**src/rtl/reg_file_seq.sv**
```systemverilog
// reg_file_seq: four-state instruction sequencer in front of an external
// 8 x 16-bit register file. Each instruction walks IDLE -> READ -> EXEC ->
// WRITE, reads two source registers, runs a small ALU and writes the result
// back, retiring one instruction at most every four cycles.
module reg_file_seq (
   input  logic        clk,
   input  logic        reset,
   input  logic        instr_valid,
   output logic        instr_ready,
   input  logic [2:0]  op,
   input  logic [2:0]  rd,
   input  logic [2:0]  rs1,
   input  logic [2:0]  rs2,
   input  logic [15:0] imm,
   output logic [2:0]  rf_rd_addr_a,
   output logic [2:0]  rf_rd_addr_b,
   input  logic [15:0] rf_d_out_a,
   input  logic [15:0] rf_d_out_b,
   output logic        rf_wr,
   output logic [2:0]  rf_wr_addr,
   output logic [15:0] rf_d_in,
   output logic        done,
   output logic [15:0] result,
   output logic        carry,
   output logic        zero,
   output logic [15:0] retired
);

   typedef enum logic [1:0] {
      IDLE  = 2'd0,
      READ  = 2'd1,
      EXEC  = 2'd2,
      WRITE = 2'd3
   } state_e;

   typedef enum logic [2:0] {
      OP_ADD = 3'b000,
      OP_SUB = 3'b001,
      OP_AND = 3'b010,
      OP_OR  = 3'b011,
      OP_XOR = 3'b100,
      OP_MOV = 3'b101,
      OP_LDI = 3'b110,
      OP_NOP = 3'b111
   } op_e;

   state_e      state;
   state_e      next_state;

   op_e         op_q;
   logic [2:0]  rd_q;
   logic [2:0]  rs1_q;
   logic [2:0]  rs2_q;
   logic [15:0] imm_q;

   logic [15:0] operand_a;
   logic [15:0] operand_b;

   logic [16:0] sum_full;
   logic [15:0] alu_result;
   logic        alu_carry;
   logic        alu_zero;

   logic        handshake;

   assign handshake = instr_valid && instr_ready;

   // State register; reset always lands in IDLE, abandoning any instruction.
   always_ff @(posedge clk) begin
      if (reset) begin
         state <= IDLE;
      end else begin
         state <= next_state;
      end
   end

   // Next-state logic: one step per clock, only IDLE waits for an instruction.
   always_comb begin
      next_state = state;
      case (state)
         IDLE:    if (instr_valid) next_state = READ;
         READ:    next_state = EXEC;
         EXEC:    next_state = WRITE;
         WRITE:   next_state = IDLE;
         default: next_state = IDLE;
      endcase
   end

   // Capture the instruction fields on the handshake; they stay frozen until the next one.
   always_ff @(posedge clk) begin
      if (reset) begin
         op_q  <= OP_ADD;
         rd_q  <= 3'd0;
         rs1_q <= 3'd0;
         rs2_q <= 3'd0;
         imm_q <= 16'h0000;
      end else if (handshake) begin
         op_q  <= op_e'(op);
         rd_q  <= rd;
         rs1_q <= rs1;
         rs2_q <= rs2;
         imm_q <= imm;
      end
   end

   // Sample both register-file read ports while leaving READ.
   always_ff @(posedge clk) begin
      if (reset) begin
         operand_a <= 16'h0000;
         operand_b <= 16'h0000;
      end else if (state == READ) begin
         operand_a <= rf_d_out_a;
         operand_b <= rf_d_out_b;
      end
   end

   assign sum_full = {1'b0, operand_a} + {1'b0, operand_b};

   // ALU: NOP reproduces the current result and flags so nothing changes.
   always_comb begin
      alu_result = result;
      alu_carry  = carry;
      alu_zero   = zero;
      case (op_q)
         OP_ADD: begin
            alu_result = sum_full[15:0];
            alu_carry  = sum_full[16];
         end
         OP_SUB: begin
            alu_result = operand_a - operand_b;
            alu_carry  = (operand_a < operand_b);
         end
         OP_AND: begin
            alu_result = operand_a & operand_b;
            alu_carry  = 1'b0;
         end
         OP_OR: begin
            alu_result = operand_a | operand_b;
            alu_carry  = 1'b0;
         end
         OP_XOR: begin
            alu_result = operand_a ^ operand_b;
            alu_carry  = 1'b0;
         end
         OP_MOV: begin
            alu_result = operand_a;
            alu_carry  = 1'b0;
         end
         OP_LDI: begin
            alu_result = imm_q;
            alu_carry  = 1'b0;
         end
         default: begin
            alu_result = result;
            alu_carry  = carry;
         end
      endcase
      if (op_q != OP_NOP) begin
         alu_zero = (alu_result == 16'h0000);
      end
   end

   // Commit the ALU value and flags while leaving EXEC (skipped for NOP).
   always_ff @(posedge clk) begin
      if (reset) begin
         result <= 16'h0000;
         carry  <= 1'b0;
         zero   <= 1'b0;
      end else if ((state == EXEC) && (op_q != OP_NOP)) begin
         result <= alu_result;
         carry  <= alu_carry;
         zero   <= alu_zero;
      end
   end

   // Retirement counter, bumped once per instruction as WRITE ends; wraps naturally.
   always_ff @(posedge clk) begin
      if (reset) begin
         retired <= 16'h0000;
      end else if (state == WRITE) begin
         retired <= retired + 16'd1;
      end
   end

   // Handshake, register-file and completion outputs; reset gates every strobe.
   always_comb begin
      instr_ready  = 1'b0;
      rf_rd_addr_a = 3'd0;
      rf_rd_addr_b = 3'd0;
      rf_wr        = 1'b0;
      rf_wr_addr   = rd_q;
      rf_d_in      = result;
      done         = 1'b0;
      if (state == IDLE) begin
         instr_ready = !reset;
      end else begin
         rf_rd_addr_a = rs1_q;
         rf_rd_addr_b = rs2_q;
      end
      if (state == WRITE) begin
         rf_wr = !reset && (op_q != OP_NOP);
         done  = !reset;
      end
   end

endmodule

```
**config.mk**
```make
export PLATFORM = sky130hd
export DESIGN_NAME = reg_file_seq
export DESIGN_NICKNAME = d
export VERILOG_FILES = /design/src/rtl/reg_file_seq.sv
export SDC_FILE = /design/constraint.sdc
export NUM_CORES = 1
export LEC_CHECK = 0
export BUFFER_PORTS_ARGS = -buffer_cell sky130_fd_sc_hd__buf_2
export CAP_MARGIN = 20
export CELL_PAD_IN_SITES_DETAIL_PLACEMENT = 1
export CELL_PAD_IN_SITES_GLOBAL_PLACEMENT = 1
export CORE_AREA = 2 2 138 173
export CTS_CLUSTER_DIAMETER = 120
export DETAILED_ROUTE_END_ITERATION = 10
export DIE_AREA = 0 0 140 175
export GPL_TIMING_DRIVEN = 0
export PLACE_DENSITY = 0.68
export SETUP_SLACK_MARGIN = 0.1
export SLEW_MARGIN = 25
export SYNTH_ARGS = -nofsm -noshare
export SYNTH_HDL_FRONTEND = slang
export SYNTH_SLANG_ARGS = --single-unit
```
**constraint.sdc**
```tcl
create_clock -name clk -period 6.9 [get_ports clk]
set_input_delay 0.345 -clock clk [delete_from_list [all_inputs] [get_ports clk]]
set_output_delay 0.345 -clock clk [all_outputs]
set_load 0.01 [all_outputs]
```
==> flow_summary.json <==
{
  "seq_power_share_pct": 26.5,
  "grt_pass1_wl_um": 36700,
  "die_h_um": 175,
  "initial_core_util_pct": 29.4,
  "antenna_found_initial": 1,
  "cts_buffer_depth": 2,
  "wl_met2_um": 11400,
  "hold_path_class": "in2reg",
  "cap_violations": 0,
  "clockPowerShare_pct": 17.0,
  "clock_sink_count": 96,
  "routabilityCongestion": 0.948,
  "path_clk_slew_ns": 0.08,
  "cp_max_fo": 5,
  "cts_root_buf": "clkbuf_16",
  "coreArea_sq_mm": 0.0229,
  "skew_ns": 0.00800,
  "critPathCaptureType": "flip-flop",
  "via_per_inst": 5.11,
  "grt_max_degree": 19,
  "run_status": "complete, but fails checks",
  "drt-total-wl_um": 23700,
  "worst_pin_slew_ns": 0.996,
  "fill_cells": 2818,
  "drv_slew": 0,
  "die_w_um": 140,
  "startpoint_type": "flip-flop",
  "port_buffers": 123,
  "cts_max_level": 3,
  "p_per_area_mw_per_mm2": 380,
  "setup_violations": 0,
  "synthTopCellsByCount": "104 x nor2_1, 96 x dfxtp_1, 85 x nand2_1",
  "crit_cells": 12,
  "netlist_instances": 849,
  "syn_nets": 970,
  "p_int_mw": 1.62,
  "clock_latency_ns": 0.36,
  "holdPathStages": 3,
  "ant_nets": 0,
  "drc": 11,
  "finalSetupTns_ns": 0,
  "synthMostInstantiatedCell": "nor2_1",
  "async_flop_share_pct": 0,
  "synth_edf_count": 0,
  "cpLargestDelayFamily": "compound AO/OA/AOI/OAI gates",
  "cts.repair.resized": 0,
  "first_pass_iters": 8,
  "post-synth-top-area-cell": "dfxtp_1",
  "antenna_cells": 0,
  "rsz0062_at_grt": "no",
  "dpl.cell_count": 1260,
  "synth_area_leaders": "dfxtp_1 29%, ha_1 10%, mux2i_1 6.5%, nor2_1 5.8%, o21ai_0 5.0%",
  "synth_top_area_share_pct": 28.5,
  "p_comb_share_pct": 56.6,
  "min_period_ns": 3.35,
  "syn_area_sq_mm": 0.00674,
  "layout-area-overhead-vs-synth_pct": 18.7,
  "nets": 1104,
  "ioPinCount": 125,
  "finalHoldViolCount": 0,
  "hold_slack_ns": 0.182,
  "required_ns": 7.19,
  "wire_per_inst_um": 18.6,
  "cts_made_buffers": 9,
  "yosys_warnings": 0,
  "grt-ovfl-total": 0,
  "synth_flop_cell": "dfxtp_1",
  "ys_seq_area_share_pct": 28.5,
  "grtUsageTotal_pct": 19.3,
  "cts_tree": "built",
  "switching_share_pct": 46.8,
  "p_leak_nw": 3.41,
  "initialDrtViolationCount": 332,
  "dp_hpwl_um": 18900,
  "rows": 62,
  "crit_chain": "ha_1, inv_1, fa_1, nand2b_2, nand2b_2, a221oi_1, o21ai_1, a31o_1, a221o_1, a21oi_1, nand2_1, o21ai_1",
  "vdd_drop_max_uv": 170,
  "finalCritPeriodShare_pct": 48.6,
  "wl_met1_um": 10700,
  "critical_path_arrival_ns": 3.64,
  "highest-signal-layer": "met5",
  "worstSetupPathType": "reg2reg",
  "vias": 6516,
  "worst-path-buf-inv": 1,
  "worstRegToRegCells": 12,
  "hold_buffers": 0,
  "synth.avg_cell_area_sq_um": 7.93,
  "layout.cells.non_filler": 1276,
  "dieArea_sq_mm": 0.0245,
  "ys_ff_latch": 96,
  "finalPower_mw": 3.04,
  "synth_cell_types": 77,
  "relSlewSlack_pct": 33.6,
  "slowest_stage": "a221oi_1",
  "max_stage_delay_ns": 0.54,
  "p_switching_mw": 1.42,
  "routed-wl-met3_um": 1110,
  "layout-drive-gt1-share_pct": 20.1,
  "max_freq_mhz": 298,
  "cts_setup_buffers": 0,
  "grt_pass1_vias": 6480,
  "violations": "DRC"
}
-- cell type report --
cell class,count,area [sq um],share of cell area [%]
buffer,69,403,5.04
timing repair buffer,123,616,7.70
multi-input combinational,631,4210,52.7
sequential,96,1920,24.0
clock buffer,9,225,2.82
clock inverter,7,61.3,0.766
tap,288,360,4.50
inverter,53,199,2.49
-- per-stage QoR --
step / utilization, % / setup slack (ns) / area (sq um)
6_report: 35.0 / 3.55 / 8000
5_1_grt: 35.0 / 3.37 / 8000
4_1_cts: 35.0 / 3.59 / 8000
3_5_place_dp: 33.7 / 3.62 / 7710
3_3_place_gp: 33.7 / 3.57 / 7710
2_1_floorplan: - / 4.21 / 6740
-- power groups by stage --
stage          clock, mW  sequential, mW  combinational, mW
4_1_cts            0.527           0.808               1.72
5_1_grt            0.547           0.828               1.89
6_report           0.516           0.805               1.72
2_1_floorplan          0           0.797               1.19
3_5_place_dp           0           0.820               1.71
3_3_place_gp           0           0.817               1.69
-- cells in the final DEF, fill, tap and decap left out, drive strengths merged, types with 3 or more instances in the layout --
master,n
a221oi,3
o211ai,10
and4,3
clkbuf,41
o21ai,71
o31ai,7
o311ai,3
nand2b,35
nor2b,16
nand2,85
o21bai,4
xnor2,12
nor4,7
nor3,13
nor2,104
mux2i,44
o2111ai,4
inv,57
a21oi,38
o221ai,5
a311oi,4
and3,6
buf,160
a221o,5
nand3,13
xor2,14
dfxtp,96
ha,56
and2,5
a31oi,3
nand4,4
a211oi,14
mux2,4
o31a,3
o22ai,7
-- per-layer routing --
metal / vias up / track usage (%)
li1: 3191 / -
met1: 3116 / 24.8
met2: 181 / 33.4
met3: 26 / 3.15
met4: 2 / 5.22
met5: - / 0
-- registers in the layout (all words and copies together) (netlist names) --
| register | count |
|---|---|
| retired | 16 |
| imm_q | 16 |
| result | 16 |
| rs1_q | 3 |
| operand_a | 16 |
| carry | 1 |
| rf_wr_addr | 3 |
| rs2_q | 3 |
| operand_b | 16 |
| zero | 1 |
| state | 2 |
| op_q | 3 |
-- kinds of logic (layout without fill, tap and decap cells) --
group / Yosys count / in the layout / share of synthesized area [%]
xor+xnor: 26 / 26 / 3.38
buf+inv: 122 / 261 / 8.93
simple gates: 295 / 295 / 20.4
fa+ha+maj: 58 / 58 / 11.0
flops: 96 / 96 / 28.5
mux: 48 / 48 / 7.21
compound gates: 204 / 204 / 20.5
-- worst reg2reg max path, stage by stage, from the launching register on --
cell and delay (ns):
dfxtp_1 0.41, ha_1 0.27, inv_1 0.08, fa_1 0.26, nand2b_2 0.17, nand2b_2 0.09
a221oi_1 0.54, o21ai_1 0.29, a31o_1 0.32, a221o_1 0.35, a21oi_1 0.25, nand2_1 0.11
o21ai_1 0.14
-- final timing paths --
path	slack (ns)	from	endpoint
setup / recovery	3.55	operand_a[0]	zero
hold / removal	0.18	imm[13]	imm_q[13]
setup reg to reg	3.55	operand_a[0]	zero
hold reg to reg	0.48	imm_q[13]	imm_q[13]
Power figures use the tool's default switching activity.
